<file path="src/rtl/spi_digit_pkg.sv">
// Shared types and constants for the SPI digit command receiver.
package spi_digit_pkg;

    typedef enum logic [1:0] {
        OP_SET_DIGIT  = 2'b00,
        OP_SHOW_INSTR = 2'b01,
        OP_BLANK      = 2'b10,
        OP_RSVD       = 2'b11
    } opcode_t;

    typedef enum logic [1:0] {
        IDLE,
        SHIFT,
        CHECK
    } state_t;

    localparam int unsigned FRAME_BITS = 8;
    localparam logic [3:0]  MAX_DIGIT  = 4'd9;
    localparam logic [7:0]  RESET_ECHO = 8'h40;

endpackage

</file>
<file path="src/rtl/spi_digit_ctrl_sync.sv">
// Input synchronizer with registered edge pulses: SYNC_STAGES metastability flops,
// then a delayed level plus one-cycle rise/fall pulses aligned to that level.
module spi_sync_edge #(
    parameter int unsigned SYNC_STAGES = 2
) (
    input  logic i_clk,
    input  logic i_rst_n,
    input  logic i_async,
    output logic o_level,
    output logic o_rise,
    output logic o_fall
);

    logic [SYNC_STAGES-1:0] r_sync;
    logic                   r_last;
    logic                   r_rise;
    logic                   r_fall;

    // Resets low so an idle-high csN seen after reset reads as a rise, which IDLE ignores.
    always_ff @(posedge i_clk) begin
        if (!i_rst_n) begin
            r_sync <= '0;
            r_last <= 1'b0;
            r_rise <= 1'b0;
            r_fall <= 1'b0;
        end else begin
            r_sync <= {r_sync[SYNC_STAGES-2:0], i_async};
            r_last <= r_sync[SYNC_STAGES-1];
            r_rise <= r_sync[SYNC_STAGES-1] & ~r_last;
            r_fall <= ~r_sync[SYNC_STAGES-1] & r_last;
        end
    end

    assign o_level = r_last;
    assign o_rise  = r_rise;
    assign o_fall  = r_fall;

endmodule

</file>
<file path="src/rtl/spi_digit_ctrl.sv">
// SPI-slave command receiver feeding the VGA digit display: frame FSM, decode, hold timer.
// Optional read-back of the last accepted command on sdo when SPI_ECHO_EN is defined.
module spi_digit_ctrl
    import spi_digit_pkg::*;
#(
    parameter int unsigned SYNC_STAGES = 2,
    parameter logic [31:0] HOLD_CYCLES = 32'd400_000_000,
    parameter int unsigned HOLD_W      = 32
) (
    input  logic       clk,
    input  logic       reset,
    input  logic       sck,
    input  logic       sdi,
    input  logic       csN,
    output logic [3:0] digit,
    output logic       digitEn,
    output logic       instrEn,
    output logic       cmdErr
`ifdef SPI_ECHO_EN
   ,output logic       sdo
`endif
);

    localparam logic [HOLD_W-1:0] HOLD_LOAD = HOLD_W'(HOLD_CYCLES);
    localparam logic [3:0]        CNT_FULL  = 4'(FRAME_BITS);
    localparam logic [3:0]        CNT_SAT   = 4'(FRAME_BITS + 1);

    logic w_sck_level, w_sck_rise, w_sck_fall;
    logic w_sdi_level, w_sdi_rise, w_sdi_fall;
    logic w_cs_level,  w_cs_rise,  w_cs_fall;

    spi_sync_edge #(.SYNC_STAGES(SYNC_STAGES)) u_sync_sck (
        .i_clk(clk), .i_rst_n(reset), .i_async(sck),
        .o_level(w_sck_level), .o_rise(w_sck_rise), .o_fall(w_sck_fall)
    );
    spi_sync_edge #(.SYNC_STAGES(SYNC_STAGES)) u_sync_sdi (
        .i_clk(clk), .i_rst_n(reset), .i_async(sdi),
        .o_level(w_sdi_level), .o_rise(w_sdi_rise), .o_fall(w_sdi_fall)
    );
    spi_sync_edge #(.SYNC_STAGES(SYNC_STAGES)) u_sync_cs (
        .i_clk(clk), .i_rst_n(reset), .i_async(csN),
        .o_level(w_cs_level), .o_rise(w_cs_rise), .o_fall(w_cs_fall)
    );

    state_t            r_state, w_state_next;
    logic [7:0]        r_shift;
    logic [3:0]        r_bit_cnt;
    logic [3:0]        r_digit;
    logic              r_digit_en;
    logic              r_instr_en;
    logic              r_cmd_err;
    logic [HOLD_W-1:0] r_hold;
    opcode_t           w_opcode;
    logic              w_accept;
    logic              w_reject;

    always_ff @(posedge clk) begin
        if (!reset) r_state <= IDLE;
        else        r_state <= w_state_next;
    end

    always_comb begin
        w_state_next = r_state;
        case (r_state)
            IDLE:    if (w_cs_fall) w_state_next = SHIFT;
            SHIFT:   if (w_cs_rise) w_state_next = CHECK;
            CHECK:   w_state_next = IDLE;
            default: w_state_next = IDLE;
        endcase
    end

    always_ff @(posedge clk) begin
        if (!reset) begin
            r_shift   <= '0;
            r_bit_cnt <= '0;
        end else if (r_state == IDLE && w_cs_fall) begin
            r_shift   <= '0;
            r_bit_cnt <= '0;
        end else if (r_state == SHIFT && w_sck_rise) begin
            r_shift <= {r_shift[6:0], w_sdi_level};
            if (r_bit_cnt != CNT_SAT) r_bit_cnt <= r_bit_cnt + 4'd1;
        end
    end

    always_comb begin
        w_opcode = opcode_t'(r_shift[7:6]);
        w_accept = 1'b0;
        w_reject = 1'b0;
        if (r_state == CHECK) begin
            if (r_bit_cnt != CNT_FULL) begin
                w_reject = 1'b1;
            end else begin
                case (w_opcode)
                    OP_SET_DIGIT: begin
                        if (r_shift[3:0] <= MAX_DIGIT) w_accept = 1'b1;
                        else                           w_reject = 1'b1;
                    end
                    OP_SHOW_INSTR, OP_BLANK: w_accept = 1'b1;
                    default:                 w_reject = 1'b1;
                endcase
            end
        end
    end

    // A commit takes priority over the hold timer reaching zero in the same cycle.
    always_ff @(posedge clk) begin
        if (!reset) begin
            r_digit    <= '0;
            r_digit_en <= 1'b0;
            r_instr_en <= 1'b1;
            r_cmd_err  <= 1'b0;
            r_hold     <= '0;
        end else begin
            r_cmd_err <= w_reject;
            if (w_accept) begin
                case (w_opcode)
                    OP_SET_DIGIT: begin
                        r_digit    <= r_shift[3:0];
                        r_digit_en <= 1'b1;
                        r_instr_en <= 1'b0;
                        r_hold     <= HOLD_LOAD;
                    end
                    OP_SHOW_INSTR: begin
                        r_digit_en <= 1'b0;
                        r_instr_en <= 1'b1;
                        r_hold     <= '0;
                    end
                    default: begin
                        r_digit_en <= 1'b0;
                        r_instr_en <= 1'b0;
                        r_hold     <= '0;
                    end
                endcase
            end else if (r_hold != '0) begin
                r_hold <= r_hold - HOLD_W'(1);
                if (r_hold == HOLD_W'(1)) begin
                    r_digit_en <= 1'b0;
                    r_instr_en <= 1'b1;
                end
            end
        end
    end

    assign digit   = r_digit;
    assign digitEn = r_digit_en;
    assign instrEn = r_instr_en;
    assign cmdErr  = r_cmd_err;

`ifdef SPI_ECHO_EN
    logic [7:0] r_echo;
    logic [7:0] r_tx;

    always_ff @(posedge clk) begin
        if (!reset) begin
            r_echo <= RESET_ECHO;
            r_tx   <= '0;
        end else begin
            if (w_accept) r_echo <= r_shift;
            if (r_state == IDLE && w_cs_fall)        r_tx <= r_echo;
            else if (r_state == SHIFT && w_sck_fall) r_tx <= {r_tx[6:0], 1'b0};
        end
    end

    assign sdo = r_tx[7];
`endif

    logic w_unused;
    assign w_unused = &{1'b0, w_sck_level, w_sck_fall, w_sdi_rise, w_sdi_fall, w_cs_level, r_shift[5:4]};

endmodule

</file>
<file path="config.mk">
export PLATFORM = sky130hd
export DESIGN_NAME = spi_digit_ctrl
export DESIGN_NICKNAME = d
export VERILOG_FILES = /design/src/rtl/spi_digit_pkg.sv /design/src/rtl/spi_digit_ctrl_sync.sv /design/src/rtl/spi_digit_ctrl.sv
export SDC_FILE = /design/constraint.sdc
export NUM_CORES = 1
export LEC_CHECK = 0
export ABC_AREA = 0
export BUFFER_PORTS_ARGS = -buffer_cell sky130_fd_sc_hd__buf_2
export CAP_MARGIN = 20
export CORE_MARGIN = 1.5
export CORE_UTILIZATION = 55
export CTS_CLUSTER_SIZE = 8
export DETAILED_ROUTE_END_ITERATION = 10
export PLACE_DENSITY = 0.75
export SYNTH_ARGS = -nofsm -noshare
export SYNTH_HDL_FRONTEND = slang
export SYNTH_SLANG_ARGS = --single-unit
</file>
<file path="constraint.sdc">
create_clock -name clk -period 2.1 [get_ports clk]
set_input_delay 0.63 -clock clk [delete_from_list [all_inputs] [get_ports clk]]
set_output_delay 0.63 -clock clk [all_outputs]
set_load 0.02 [all_outputs]
</file>
== After elaboration in Yosys (flattened, before gate mapping) ==
Cells that the tools add are included.

* $add $sub $neg: 2
* $lt $le $gt $ge: 1
* Eq/ne operators: 9
* Muxes and demuxes: 21
* Bitwise logic cells: 7
* Reductions and logical operators: 14

{| class="wikitable"
|+ Operators by type and width
! cell !! number
|-
| $mux W32 || 2
|-
| $eq A32 B1 Y1 const B || 1
|-
| $reduce_bool A32 Y1 || 1
|-
| $sub A32 B1 Y32 const B || 1
|-
| $mux W29 || 1
|-
| $mux W1 || 13
|-
| $reduce_and A2 Y1 || 5
|-
| $ne A4 B4 Y1 const B || 2
|-
| $add A4 B1 Y4 const B || 1
|-
| $eq A2 B1 Y1 const B || 2
|-
| $eq A2 B2 Y1 const B || 2
|-
| $le A4 B4 Y1 const B || 1
|-
| $logic_not A2 Y1 || 2
|-
| $mux W2 || 2
|-
| $ne A2 B1 Y1 const B || 2
|-
| $not A1 Y1 || 4
|-
| $pmux W1 S2 || 2
|-
| $pmux W2 S2 || 1
|-
| $reduce_bool A2 Y1 || 2
|-
| $reduce_or A2 Y1 || 2
|-
| $and A1 B1 Y1 || 3
|-
| $logic_and A1 B1 Y1 || 2
|}

* Register bits after elaboration: 65
* Input port bits: 5
* Output and inout port bits: 7
* Word-level logic and storage cells: 71

== Depth between registers and ports, before layout ==
* Word-level depth: 7
* Mapped depth: 9
* Gate-level depth less buffers: 7

== Cells and area by module ==
Synthesis repeated with hierarchy kept, for this count alone.

* Cell total of the unflattened synthesis: 331
* Area total of the unflattened synthesis: 3,041.7 um^2

{| class="wikitable"
|+ Modules (own cells, without submodules)
! module !! times used !! cells an instance !! area an instance (um^2) !! sequential area each (um^2)
|-
| spi_digit_ctrl || 1 || 301 || 2,621.3 || 1,061.0
|-
| spi_sync_edge || 3 || 10 || 140.1 || 100.1
|}

== Worst setup path before layout ==
Ideal clock, no wire load.

* Path type: reg-to-reg
* From: register r_shift[6]
* To: register r_hold[29]
* Setup time: 74 ps
* Data arrival time: 2,048 ps
* Data required time: 2,026 ps
* Path slack: -22 ps
* Stages on the path, launching flop included: 8
* Buffers on the path: 0
* Period minus slack after synthesis: 2,122 ps
* Cells stage by stage: dfxtp_1 inv_1 ha_1 nor3b_1 o311ai_0 nand2_1 or4_1 o21ai_0

* Word-level cells in the longest chain between the ends: 6
* Elaborated cells on any way between the ends: 9
* Those cells by class: eq/ne (2); mux (4); reduce/logical (3)

{| class="wikitable"
|+ RTL lines
! what !! line !! text
|-
| start: declaration || spi_digit_ctrl.sv:46 || <nowiki>logic [7:0] r_shift;</nowiki>
|-
| start signal: assignment || spi_digit_ctrl.sv:80 || <nowiki>r_shift <= {r_shift[6:0], w_sdi_level};</nowiki>
|-
| $eq A2 B1 Y1 or $eq A2 B2 Y1 (tied branches) || spi_digit_ctrl.sv:93 || <nowiki>case (w_opcode)</nowiki>
|-
| $reduce_or A2 Y1 || spi_digit_ctrl.sv:93 ||
|-
| $pmux W1 S2 * || spi_digit_ctrl.sv:93 ||
|-
| $mux W1 * || spi_digit_ctrl.sv:90 || <nowiki>if (r_bit_cnt != CNT_FULL) begin</nowiki>
|-
| $mux W1 * || spi_digit_ctrl.sv:89 || <nowiki>if (r_state == CHECK) begin</nowiki>
|-
| $mux W32 or $reduce_bool A2 Y1 (tied branches) || - ||
|-
| end signal: assignment || spi_digit_ctrl.sv:135 || <nowiki>r_hold <= r_hold - HOLD_W'(1);</nowiki>
|-
| end: declaration || spi_digit_ctrl.sv:52 || <nowiki>logic [HOLD_W-1:0] r_hold;</nowiki>
|}

Every way passes the cells marked *; elsewhere a longest branch is shown, timed or not.
A chain may end at the register's enable or synchronous reset.

== Worst setup path in the final report ==
* From: register r_hold[19]
* To: register r_hold[20]

* Word-level cells in the longest chain between the ends: 3
* Elaborated cells on any way between the ends: 5
* Those cells by class: add/sub (1); mux (2); reduce/logical (2)

{| class="wikitable"
|+ RTL lines
! what !! line !! text
|-
| $sub A32 B1 Y32 || spi_digit_ctrl.sv:135 ||
|-
| $mux W32 || spi_digit_ctrl.sv:134 || <nowiki>end else if (r_hold != '0) begin</nowiki>
|-
| $mux W32 || spi_digit_ctrl.sv:115 || <nowiki>if (w_accept) begin</nowiki>
|}

Several ways; a longest one is shown, not always the timed one. The select of a mux whose other input is x is not followed.

==> flow_metrics.tcl <==
set metrics [dict create \
    outcome "finished, violations left" \
    failed_checks "setup timing" \
    synth_most_common_cell "dfxtp_1" \
    ys_async_sr_fraction_pct 0 \
    cts_htree_levels 3 \
    vias_per_cell 6.065 \
    ys_seq_area_share_pct 43.21 \
    cts_root_buf "clkbuf_8" \
    final_cells 480 \
    fp.coreArea_um2 5205 \
    drv_cap 0 \
    ir_drop_mv 1.068 \
    clk_latency_ns 0.34 \
    grt_usage_pct 26.76 \
    sequentialPowerShare_pct 28.5 \
    wl_per_cell_um 16.80 \
    setup_tns_ns -0.08616 \
    end_kind "flop" \
    fillers 345 \
    hp-class "flop to flop" \
    nNetsFinal 418 \
    cp.arrival_ns 2.33 \
    port_buffers 11 \
    worst_slack_ns -0.01871 \
    setup_viol 6 \
    drive_above_1_share_pct 32.93 \
    clock_skew_ns 0.008465 \
    fmax_mhz 472.0 \
    diodes 0 \
    drc 0 \
    timing.final.crit_share_pct 100.9 \
    min_period_ns 2.119 \
    dpl.hpwl_um 5093 \
    worstPathCellList "nor4_4 -> nand4_1 -> buf_4 -> nor3_4 -> buf_6 -> nand2b_1 -> buf_4 -> a31oi_1" \
    dp_slack_ns -0.09632 \
    hold_buffers 0 \
    slowest_delay_ns 0.37 \
    dieArea_um2 5929 \
    crit_buf_inv 3 \
    ant_nets 0 \
    power_leakage_nw 1.667 \
    intPower_mw 3.459 \
    swShare_pct 38.60 \
    syn-num-nets 348 \
    synth.area.top_cells "dfxtp_1 43%, nor2_1 4.1%, a21oi_1 3.8%" \
    fp-row-count 26 \
    critPathKind "flop to flop" \
    dr.pass1.iters 5 \
    initialDrtViolationCount 305 \
    p_clk_share_pct 21.3 \
    path_clk_slew_ns 0.08 \
    syn_area_um2 3012 \
    cp-start-kind "flop" \
    synth_edf_count 0 \
    ys_warn_count 0 \
    die_h_um 77 \
    synth_commonest_cells "65 x dfxtp_1, 33 x nor2_1, 23 x a21oi_1, 16 x nand2_1, 15 x o21ai_0" \
    p_switching_mw 2.174 \
    gr-total-overflow 0 \
    finish.utilization_pct 76.88 \
    grt_pass1_wl_um 12630 \
    rsz0062_at_grt "true" \
    cts_sinks 65 \
    synthToLayoutAreaGrowth_pct 32.86 \
    grt_pass1_vias 2625 \
    path_common_cell "buf_4" \
    crit_fanout 6 \
    finalWirelength_um 8064 \
    grt_max_degree 24 \
    cp_slowest_cell "nor4_4" \
    gp_congestion 0.8763 \
    place_inst 451 \
    power_density_nw_per_um2 1408 \
    syn_avg_cell_area_um2 8.990 \
    hold_violations 0 \
    start_util_pct 57.86 \
    synth_seq_cells 65 \
    p_comb_share_pct 50.2 \
    slew_headroom_pct 60.84 \
    slew_violations 0 \
    path_delay_family "simple AND/OR/NAND/NOR gates" \
    cts_tree "yes" \
    worstMarginPinSlew_ns 0.5813 \
    antenna_found_initial 0 \
    clockBufferDepth 2 \
    syn_inst 335 \
    worst-endpoint-required_ns 2.31 \
    synth_top_area_share_pct 43.21 \
    synthFlopType "dfxtp_1" \
    cts_inserted_buffers 9 \
    vias 2911 \
    ys_types 52 \
    fp.dieW_um 77 \
    pin_count 12 \
    synth_largest_area_cell "dfxtp_1" \
]
## path summary, 6_finish.rpt
kind | endpoint | cells past startpoint | startpoint | slack [ns]
min | u_sync_sck.o_rise$_SDFF_PN0_ | 1 | u_sync_sck.o_level$_SDFF_PN0_ | 0.42
max reg2reg | r_hold[20]$_SDFFE_PN0P_ | 8 | r_hold[19]$_SDFFE_PN0P_ | -0.02
max | r_hold[20]$_SDFFE_PN0P_ | 8 | r_hold[19]$_SDFFE_PN0P_ | -0.02
min reg2reg | u_sync_sck.o_rise$_SDFF_PN0_ | 1 | u_sync_sck.o_level$_SDFF_PN0_ | 0.42
## kinds of logic (layout without fill, tap and decap cells)
family / after synthesis / count (layout) / synth area share [%]
xor+xnor: 10 / 10 / 2.908
compound gates: 69 / 69 / 14.13
flops: 65 / 65 / 43.21
mux: 11 / 11 / 3.656
buf+inv: 22 / 97 / 2.783
simple gates: 150 / 150 / 30.00
fa+ha+maj: 8 / 8 / 3.324
## state kept, by name, indices dropped and copies added, names as in the netlist, 2 cells and up
signal and flops:
u_sync_cs.r_sync 2, digit 4, u_sync_sck.r_sync 2, u_sync_sdi.r_sync 2, r_shift 8, r_bit_cnt 4
r_state 2, r_hold 32
## per-stage QoR
| step | area (um^2) | hold WS [ns] | power (mW) |
|---|---|---|---|
| finish | 4001 | 0.4232 | 5.633 |
| global placement | 3468 | 0.3813 | 3.740 |
| floorplan | 3013 | 0.3674 | 2.932 |
| global route | 4001 | 0.4170 | 5.914 |
| CTS | 3785 | 0.4119 | 5.145 |
| detailed placement | 3468 | 0.3863 | 3.795 |
## power groups by stage
| stage | Combinational (mW) | Clock, mW | Sequential, mW |
|---|---|---|---|
| finish | 2.83 | 1.20 | 1.61 |
| global route | 3.02 | 1.26 | 1.63 |
| CTS | 2.38 | 1.21 | 1.56 |
| detailed placement | 2.21 | 0 | 1.59 |
| global placement | 2.16 | 0 | 1.58 |
| floorplan | 1.34 | 0 | 1.60 |
## cells in the final DEF, fill, tap and decap left out, types with 4 or more instances in the layout
master / instances
nor4_4: 5
o21ai_0: 14
nor4_2: 4
a21oi_1: 20
nor3_1: 7
dfxtp_2: 4
and2_1: 13
nand3_1: 8
buf_6: 4
buf_2: 12
xor2_1: 6
nor2_1: 33
clkbuf_8: 9
nand2_1: 16
o31ai_1: 4
or4_1: 9
mux2i_1: 11
inv_1: 5
o211ai_1: 6
a21boi_0: 4
dfxtp_1: 61
or3_1: 9
ha_1: 6
nand2b_1: 7
xnor2_1: 4
buf_4: 57
a31oi_1: 8
## routing by layer
metal | GRT usage, % | vias to the layer above | part of all wire [%]
li1 | - | 1380 | -
met1 | 36.62 | 1345 | 43
met2 | 43.01 | 160 | 46
met3 | 4.286 | 26 | 8.0
met4 | 9.091 | 0 | 2.3
met5 | 0 | - | 0
## area by class of cell
cell class | instances | area [um^2] | area share (%)
Sequential cell | 65 | 1306 | 32.65
Tap cell | 70 | 87.58 | 2.189
Multi-Input combinational cell | 248 | 1819 | 45.47
Timing Repair Buffer | 73 | 533.0 | 13.32
Inverter | 8 | 30.03 | 0.7505
Clock buffer | 9 | 123.9 | 3.096
Clock inverter | 7 | 101.3 | 2.533
## what timing repair did
item / 4_1_cts / 5_1_grt
endpoints found under the setup margin: 16 / 31
gates cloned: 0 / 2
pin swaps: 5 / 19
hold endpoints to repair: 0 / 0
gates resized for setup: 7 / 39
buffers inserted: 7 / 4
No activity file was read; power rests on OpenSTA's default activity.
